### src/rtl/pipe_ctrl_pkg.sv
// ============================================================================
// pipe_ctrl_pkg : shared state encoding and defaults for the pipeline sequencer
// Revision      : 1.0
// ============================================================================
`default_nettype none

package pipe_ctrl_pkg;

    typedef enum logic [1:0] {
        RUN   = 2'b00,
        DWAIT = 2'b01,
        HALT  = 2'b10
    } state_e;

    localparam int CNT_W_DEF = 16;

endpackage

`default_nettype wire

### src/rtl/dff.sv
// ============================================================================
// dff      : W-bit register with synchronous active-high reset to RST_VAL
// Revision : 1.0
// ============================================================================
`default_nettype none

module dff #(
    parameter int           W       = 1,
    parameter logic [W-1:0] RST_VAL = '0
) (
    input  logic         clk,
    input  logic         rst,
    input  logic [W-1:0] d_i,
    output logic [W-1:0] q_o
);

    always_ff @(posedge clk) begin
        if (rst) begin
            q_o <= RST_VAL;
        end else begin
            q_o <= d_i;
        end
    end

endmodule

`default_nettype wire

### src/rtl/pipe_ctrl_stall_counter.sv
// ============================================================================
// stall_counter : saturating up-counter with synchronous reset
// Revision      : 1.0
// ============================================================================
`default_nettype none

module stall_counter
    import pipe_ctrl_pkg::*;
#(
    parameter int CNT_W = CNT_W_DEF
) (
    input  logic             clk,
    input  logic             rst,
    input  logic             inc_i,
    output logic [CNT_W-1:0] cnt_o
);

    logic [CNT_W-1:0] cnt_q;
    logic [CNT_W-1:0] cnt_d;

    // Holds at all-ones rather than wrapping so long stalls never read as short.
    always_comb begin
        cnt_d = cnt_q;
        if (inc_i && (cnt_q != {CNT_W{1'b1}})) begin
            cnt_d = cnt_q + 1'b1;
        end
    end

    always_ff @(posedge clk) begin
        if (rst) begin
            cnt_q <= '0;
        end else begin
            cnt_q <= cnt_d;
        end
    end

    assign cnt_o = cnt_q;

endmodule

`default_nettype wire

### src/rtl/pipe_ctrl.sv
// ============================================================================
// pipe_ctrl : five-stage pipeline sequencer - enables, flushes, halt, stall count
// Revision  : 1.0
// ============================================================================
`default_nettype none

module pipe_ctrl
    import pipe_ctrl_pkg::*;
#(
    parameter int CNT_W = CNT_W_DEF
) (
    input  logic             clk,
    input  logic             rst,
    input  logic             imem_done,
    input  logic             dmem_req,
    input  logic             dmem_done,
    input  logic             load_use,
    input  logic             redirect,
    input  logic             MW_halt,
    output logic             pc_en,
    output logic             fd_en,
    output logic             dx_en,
    output logic             xm_en,
    output logic             mw_en,
    output logic             fd_flush,
    output logic             dx_flush,
    output logic             mw_flush,
    output logic             halted,
    output logic [CNT_W-1:0] stall_cnt
);

    logic [1:0] state_bits_q;
    state_e     state_q;
    state_e     state_d;
    logic       drop_q;
    logic       drop_d;
    logic       halted_q;
    logic       halted_d;
    logic       dstall;
    logic       stall_inc;

    assign state_q = state_e'(state_bits_q);
    assign dstall  = (dmem_req | (state_q == DWAIT)) & ~dmem_done;

    always_comb begin
        pc_en    = 1'b0;
        fd_en    = 1'b0;
        dx_en    = 1'b0;
        xm_en    = 1'b0;
        mw_en    = 1'b0;
        fd_flush = 1'b0;
        dx_flush = 1'b0;
        mw_flush = 1'b0;
        state_d  = state_q;
        drop_d   = drop_q;
        halted_d = halted_q;

        if (rst || (state_q == HALT)) begin
            state_d = state_q;
        end else if (MW_halt) begin
            state_d  = HALT;
            halted_d = 1'b1;
        end else if (dstall) begin
            // Everything upstream of MW is frozen, so redirect/load_use are stale.
            mw_en    = 1'b1;
            mw_flush = 1'b1;
            state_d  = DWAIT;
        end else begin
            state_d = RUN;
            if (redirect) begin
                pc_en    = 1'b1;
                fd_en    = 1'b1;
                dx_en    = 1'b1;
                xm_en    = 1'b1;
                mw_en    = 1'b1;
                fd_flush = 1'b1;
                dx_flush = 1'b1;
                drop_d   = ~imem_done;
            end else if (load_use) begin
                dx_en    = 1'b1;
                dx_flush = 1'b1;
                xm_en    = 1'b1;
                mw_en    = 1'b1;
            end else if (!imem_done || drop_q) begin
                // An orphaned fetch must finish before the new PC's fetch starts.
                fd_en    = 1'b1;
                fd_flush = 1'b1;
                dx_en    = 1'b1;
                xm_en    = 1'b1;
                mw_en    = 1'b1;
                if (drop_q && imem_done) begin
                    drop_d = 1'b0;
                end
            end else begin
                pc_en = 1'b1;
                fd_en = 1'b1;
                dx_en = 1'b1;
                xm_en = 1'b1;
                mw_en = 1'b1;
            end
        end
    end

    assign stall_inc = ~pc_en & (state_q != HALT) & ~rst;

    dff #(.W(2), .RST_VAL(RUN)) u_state_dff (
        .clk (clk),
        .rst (rst),
        .d_i (state_d),
        .q_o (state_bits_q)
    );

    dff #(.W(1), .RST_VAL(1'b0)) u_drop_dff (
        .clk (clk),
        .rst (rst),
        .d_i (drop_d),
        .q_o (drop_q)
    );

    dff #(.W(1), .RST_VAL(1'b0)) u_halted_dff (
        .clk (clk),
        .rst (rst),
        .d_i (halted_d),
        .q_o (halted_q)
    );

    stall_counter #(.CNT_W(CNT_W)) u_stall_counter (
        .clk   (clk),
        .rst   (rst),
        .inc_i (stall_inc),
        .cnt_o (stall_cnt)
    );

    assign halted = halted_q;

endmodule

`default_nettype wire
### config.mk
export PLATFORM = sky130hd
export DESIGN_NAME = pipe_ctrl
export DESIGN_NICKNAME = d
export VERILOG_FILES = /design/src/rtl/pipe_ctrl_pkg.sv /design/src/rtl/dff.sv /design/src/rtl/pipe_ctrl_stall_counter.sv /design/src/rtl/pipe_ctrl.sv
export SDC_FILE = /design/constraint.sdc
export NUM_CORES = 1
export LEC_CHECK = 0
export ABC_AREA = 1
export CAP_MARGIN = 40
export CORE_MARGIN = 5
export CORE_UTILIZATION = 50
export DETAILED_ROUTE_END_ITERATION = 8
export PLACE_DENSITY_LB_ADDON = 0.25
export SYNTH_ARGS = -nofsm -noshare
export SYNTH_HDL_FRONTEND = slang
export SYNTH_SLANG_ARGS = --single-unit
### constraint.sdc
create_clock -name clk -period 5 [get_ports clk]
set_clock_uncertainty 0.1 [all_clocks]
set_input_delay 1.5 -clock clk [delete_from_list [all_inputs] [get_ports clk]]
set_output_delay 1.5 -clock clk [all_outputs]
set_load 0.02 [all_outputs]
# Word-level counts from Yosys, hierarchy flattened
# Cells that the tools add are included.
[totals]
wordCells = 66
register_bits = 20
in_bits = 8
out_inout_bits = 25
[op_classes]
bitwise_logic = 11
eq_ne = 5
reduce_logical = 9
addsub = 1
mux = 36
[op_table]
columns = ["op", "n"]
rows = [
  ["$mux 1", 35],
  ["$add 16x1->16 const B", 1],
  ["$ne 16x16->1 const B", 1],
  ["$not 1->1", 7],
  ["$reduce_and 6->1", 1],
  ["$reduce_bool 2->1", 2],
  ["$and 1x1->1", 3],
  ["$eq 2x1->1 const B", 1],
  ["$eq 2x2->1 const B", 1],
  ["$logic_and 1x1->1", 2],
  ["$logic_or 1x1->1", 2],
  ["$mux 2", 1],
  ["$ne 2x1->1 const B", 1],
  ["$ne 2x2->1 const B", 1],
  ["$reduce_and 2->1", 1],
  ["$logic_not 1->1", 1],
  ["$or 1x1->1", 1],
]

# Longest topological paths before layout
[depth]
depth_word = 12
ltp_mapped = 10
ltp_nobuf = 10

# By module
# A second synthesis with hierarchy kept.
[unflattened]
cells_unflattened = 201
hier_area_um2 = 1261.2
[modules_own_cells]
columns = ["mod", "cells_per_inst", "area_per_inst_um2", "instances", "seq_area_each_um2"]
rows = [
  ["stall_counter", 149, 929.6, 1, 320.3],
  ["pipe_ctrl", 40, 216.5, 1, 0.0],
  ["dff at u_drop_dff ...", 3, 30.0, 2, 20.0],
  ["dff at u_state_dff", 6, 55.1, 1, 40.0],
]

# Least setup slack after synthesis
# No wires, ideal clock.
[synth_path]
path_type = "input to output"
from = "in rst"
to = "out fd_flush"
cell_stages = 7
n_path_buf = 1
path_slack_ns = 0.384
arrival_time_ns = 3.016
t_required_ns = 3.400
path_cell_list = "buf_4 > inv_2 > nand2_2 > nor2_1 > nand2_1 > a21oi_1 > o21a_1"
[synth_via]
elab_chain_len = 2
[synth_rtl]
columns = ["item", "line", "rtl"]
rows = [
  ["start, declared", "pipe_ctrl.sv:13", "input logic rst,"],
  ["$logic_or 1x1->1", "pipe_ctrl.sv:58", "if (rst || (state_q == HALT)) begin"],
  ["$mux 1", "pipe_ctrl.sv:58", ""],
  ["end, declared", "pipe_ctrl.sv:25", "output logic fd_flush,"],
]
# No other way between the ends.

# Worst setup path after layout
[layout_path]
from = "in rst"
to = "out fd_en"
[layout_via]
elab_chain_len = 2
[layout_rtl]
columns = ["item", "line", "rtl"]
rows = [
  ["$logic_or 1x1->1", "pipe_ctrl.sv:58", ""],
  ["$mux 1", "pipe_ctrl.sv:58", ""],
  ["end, declared", "pipe_ctrl.sv:21", "output logic fd_en,"],
]
# No other way between the ends.

==> reports/metrics.cfg <==
[setup_path]
worstPathRequired_ns = 3.40
worstSetupPathType = in -> out
arrival_ns = 3.24
cp-start-kind = input pin
crit_fanout = 4
end_kind = output port

[clocking]
clock_sinks = 20
htreeDepth = 1
cts_buffer_depth = 2
postCtsHoldBufs = 0
clockRootBuffer = clkbuf_4
clk_pin_slew_ns = 0.12
clk_latency_ns = 0.31
cts_tree = done
cts_buffers = 3

[cells_and_area]
final_core_util = 0.6767
final_nets = 227
antenna_cells = 0
area_delta_synth_final_pct = 28.03
n_fill_cell = 235
seq_area_sq_um = 400.4
layout_common_cells = nand2_1, clkdlybuf4s50_1, dfxtp_1, nor2_1
drive_gt1_frac = 0.2028
multi_input_area_sq_um = 799.5
stdcell_area_sq_um = 1692
layout_commonest_cell = nand2_1

[grt]
grt_start_max_net_pins = 19
grt_pass1_wl_mm = 5.713
grt.overflow.total = 0
grt_antenna_before_repair = 0
track_usage = 0.1998
grt_pass1_vias = 1280

[routing]
drt-vias-per-instance = 5.178
postRouteAntennaNets = 0
remaining_drc_errors = 0
via_count = 1279
wl_per_cell_microns = 12.95
drt_wl_total_mm = 3.199
first_pass_iters = 4
first_iter_violations = 67

[die]
die_h_microns = 61.41
die_area_sq_um = 3771
initial_utilization = 0.5285
std_cell_rows = 18
die_w_microns = 61.41
ios = 33
coreArea_sq_um = 2500

[pwr]
p_int_w = 0.0002626
pwr-share-seq = 0.471
p_clk_frac = 0.387
ir_drop_uv = 230.2
swShare = 0.2492
p_per_area_nw_per_um2 = 206.8
p_comb_frac = 0.142
p_sw_w = 0.00008716
finalPower_w = 0.0003498
p_leak_nw = 0.6193

[hold_path]
hold_path.class = reg -> reg

[timing]
fin_tns_setup_ns = 0
slew_headroom = 0.5482
fin_crit_ns = 4.843
rsz0062_at_grt = false
hold_violations = 0
timing.fmax_ghz = 0.2065
worstMarginPinSlew_ns = 0.6769
period_share = 0.9685
report.final.slew_viol_count = 0
setup_violations = 0

[logic_synthesis]
yosys.area.top_type = dfxtp_1
synthArstFlopShare = 0
syn_area_sq_um = 1321
synth-main-ff-cell = dfxtp_1
synth_cell_types = 27
yosys-top-cells-area = dfxtp_1, nand2_1, a21oi_2
ys_ff_latch = 20
synth_nets = 195
netlist.area_leader.share = 0.3030
yosysSeqAreaShare = 0.3030
ys_warn_count = 0
synthCells = 186
synth_edf_count = 0
synth.avg_cell_area_sq_um = 7.104

[run_status]
status = complete, no violations

[placed_design]
placed_area_sq_um = 1637
port_buffers = 32
gp_congestion = 0.8234
dp_hpwl_mm = 2.506

[flow_run]
cap_violations = 0

[Yosys cell counts (2+ instances only)]
| library cell | number |
|---|---|
| nand3_2 | 2 |
| inv_1 | 16 |
| nand3_1 | 9 |
| xnor2_1 | 6 |
| nand2_2 | 16 |
| xor2_1 | 4 |
| dfxtp_1 | 20 |
| nand2_1 | 47 |
| nor3_1 | 2 |
| a21oi_2 | 12 |
| nand4_1 | 6 |
| nand3_4 | 2 |
| inv_2 | 2 |
| nor2_1 | 17 |
| nor2_2 | 4 |
| o21ai_0 | 2 |
| buf_4 | 2 |
| a21oi_1 | 8 |
[logic make-up (layout without fill, tap and decap cells)]
family / count (synthesis) / in the layout / synth area share
AO/OA/AOI/OAI: 24 / 24 / 0.1288
XOR/XNOR: 10 / 10 / 0.06628
adder cells (fa/ha/maj): 1 / 1 / 0.009468
buffers and inverters: 25 / 56 / 0.09184
flip-flops: 20 / 20 / 0.3030
AND/OR/NAND/NOR: 106 / 106 / 0.4006
[critical path, stage by stage]
cell and delay (ns):
clkdlybuf4s50_1 0.44, inv_2 0.08, nand2_2 0.08, nor2_1 0.15, nand2_1 0.13, a21oi_1 0.22, clkdlybuf4s50_1 0.65
[what timing repair did]
item / 4_1_cts / 5_1_grt
resized for setup: 0 / 1
buffers inserted: 0 / 0
setup endpoints to repair: 0 / 1
[state kept, by name (all words and copies together) (netlist names)]
signal	count
u_stall_counter.cnt_o	16
u_state_dff.q_o	2
u_halted_dff.q_o	1
u_drop_dff.q_o	1
[worst paths after layout]
path,from,end,slack (ns),depth (start not counted)
max,rst,fd_en,0.16,7
min,u_halted_dff.q_o$_SDFFE_PP0P_,u_halted_dff.q_o$_SDFFE_PP0P_,0.39,2
max reg2reg,u_stall_counter.cnt_o[0]$_SDFFE_PP0P_,u_stall_counter.cnt_o[13]$_SDFFE_PP0P_,2.98,8
min reg2reg,u_halted_dff.q_o$_SDFFE_PP0P_,u_halted_dff.q_o$_SDFFE_PP0P_,0.39,2
[layer usage]
metal | share of wire | wire length (microns) | global-route usage | vias up
li1 | - | - | - | 655
met1 | 0.46 | 1484 | 0.2678 | 594
met2 | 0.49 | 1556 | 0.3293 | 22
met3 | 0.031 | 100 | 0.02516 | 8
met4 | 0.018 | 57 | 0.07273 | 0
met5 | 0 | 0 | 0 | -
[area by class of cell]
cell class | instances | area share
timing repair buffer | 33 | 0.1953
tap | 30 | 0.02219
clock inverter | 1 | 0.01775
multi-input combinational | 141 | 0.4726
clock buffer | 3 | 0.01331
sequential | 20 | 0.2367
inverter | 19 | 0.04216
[stage by stage]
step | worst slack, ns | instances | hold WS, ns
floorplan | 0.3844 | 186 | 0.4016
global placement | 0.1677 | 243 | 0.3521
detailed placement | 0.06854 | 243 | 0.3749
CTS | 0.05026 | 247 | 0.3984
global route | 0.01944 | 247 | 0.4559
finish | 0.1573 | 247 | 0.3913
[power groups by stage]
| stage | Clock (W) | Sequential [W] | Combinational, W |
|---|---|---|---|
| floorplan | 0 | 0.000170 | 0.0000313 |
| CTS | 0.000140 | 0.000165 | 0.0000500 |
| global placement | 0 | 0.000168 | 0.0000480 |
| detailed placement | 0 | 0.000169 | 0.0000497 |
| global route | 0.000142 | 0.000166 | 0.0000539 |
| finish | 0.000135 | 0.000165 | 0.0000496 |
No activity file was read; power rests on OpenSTA's default activity.
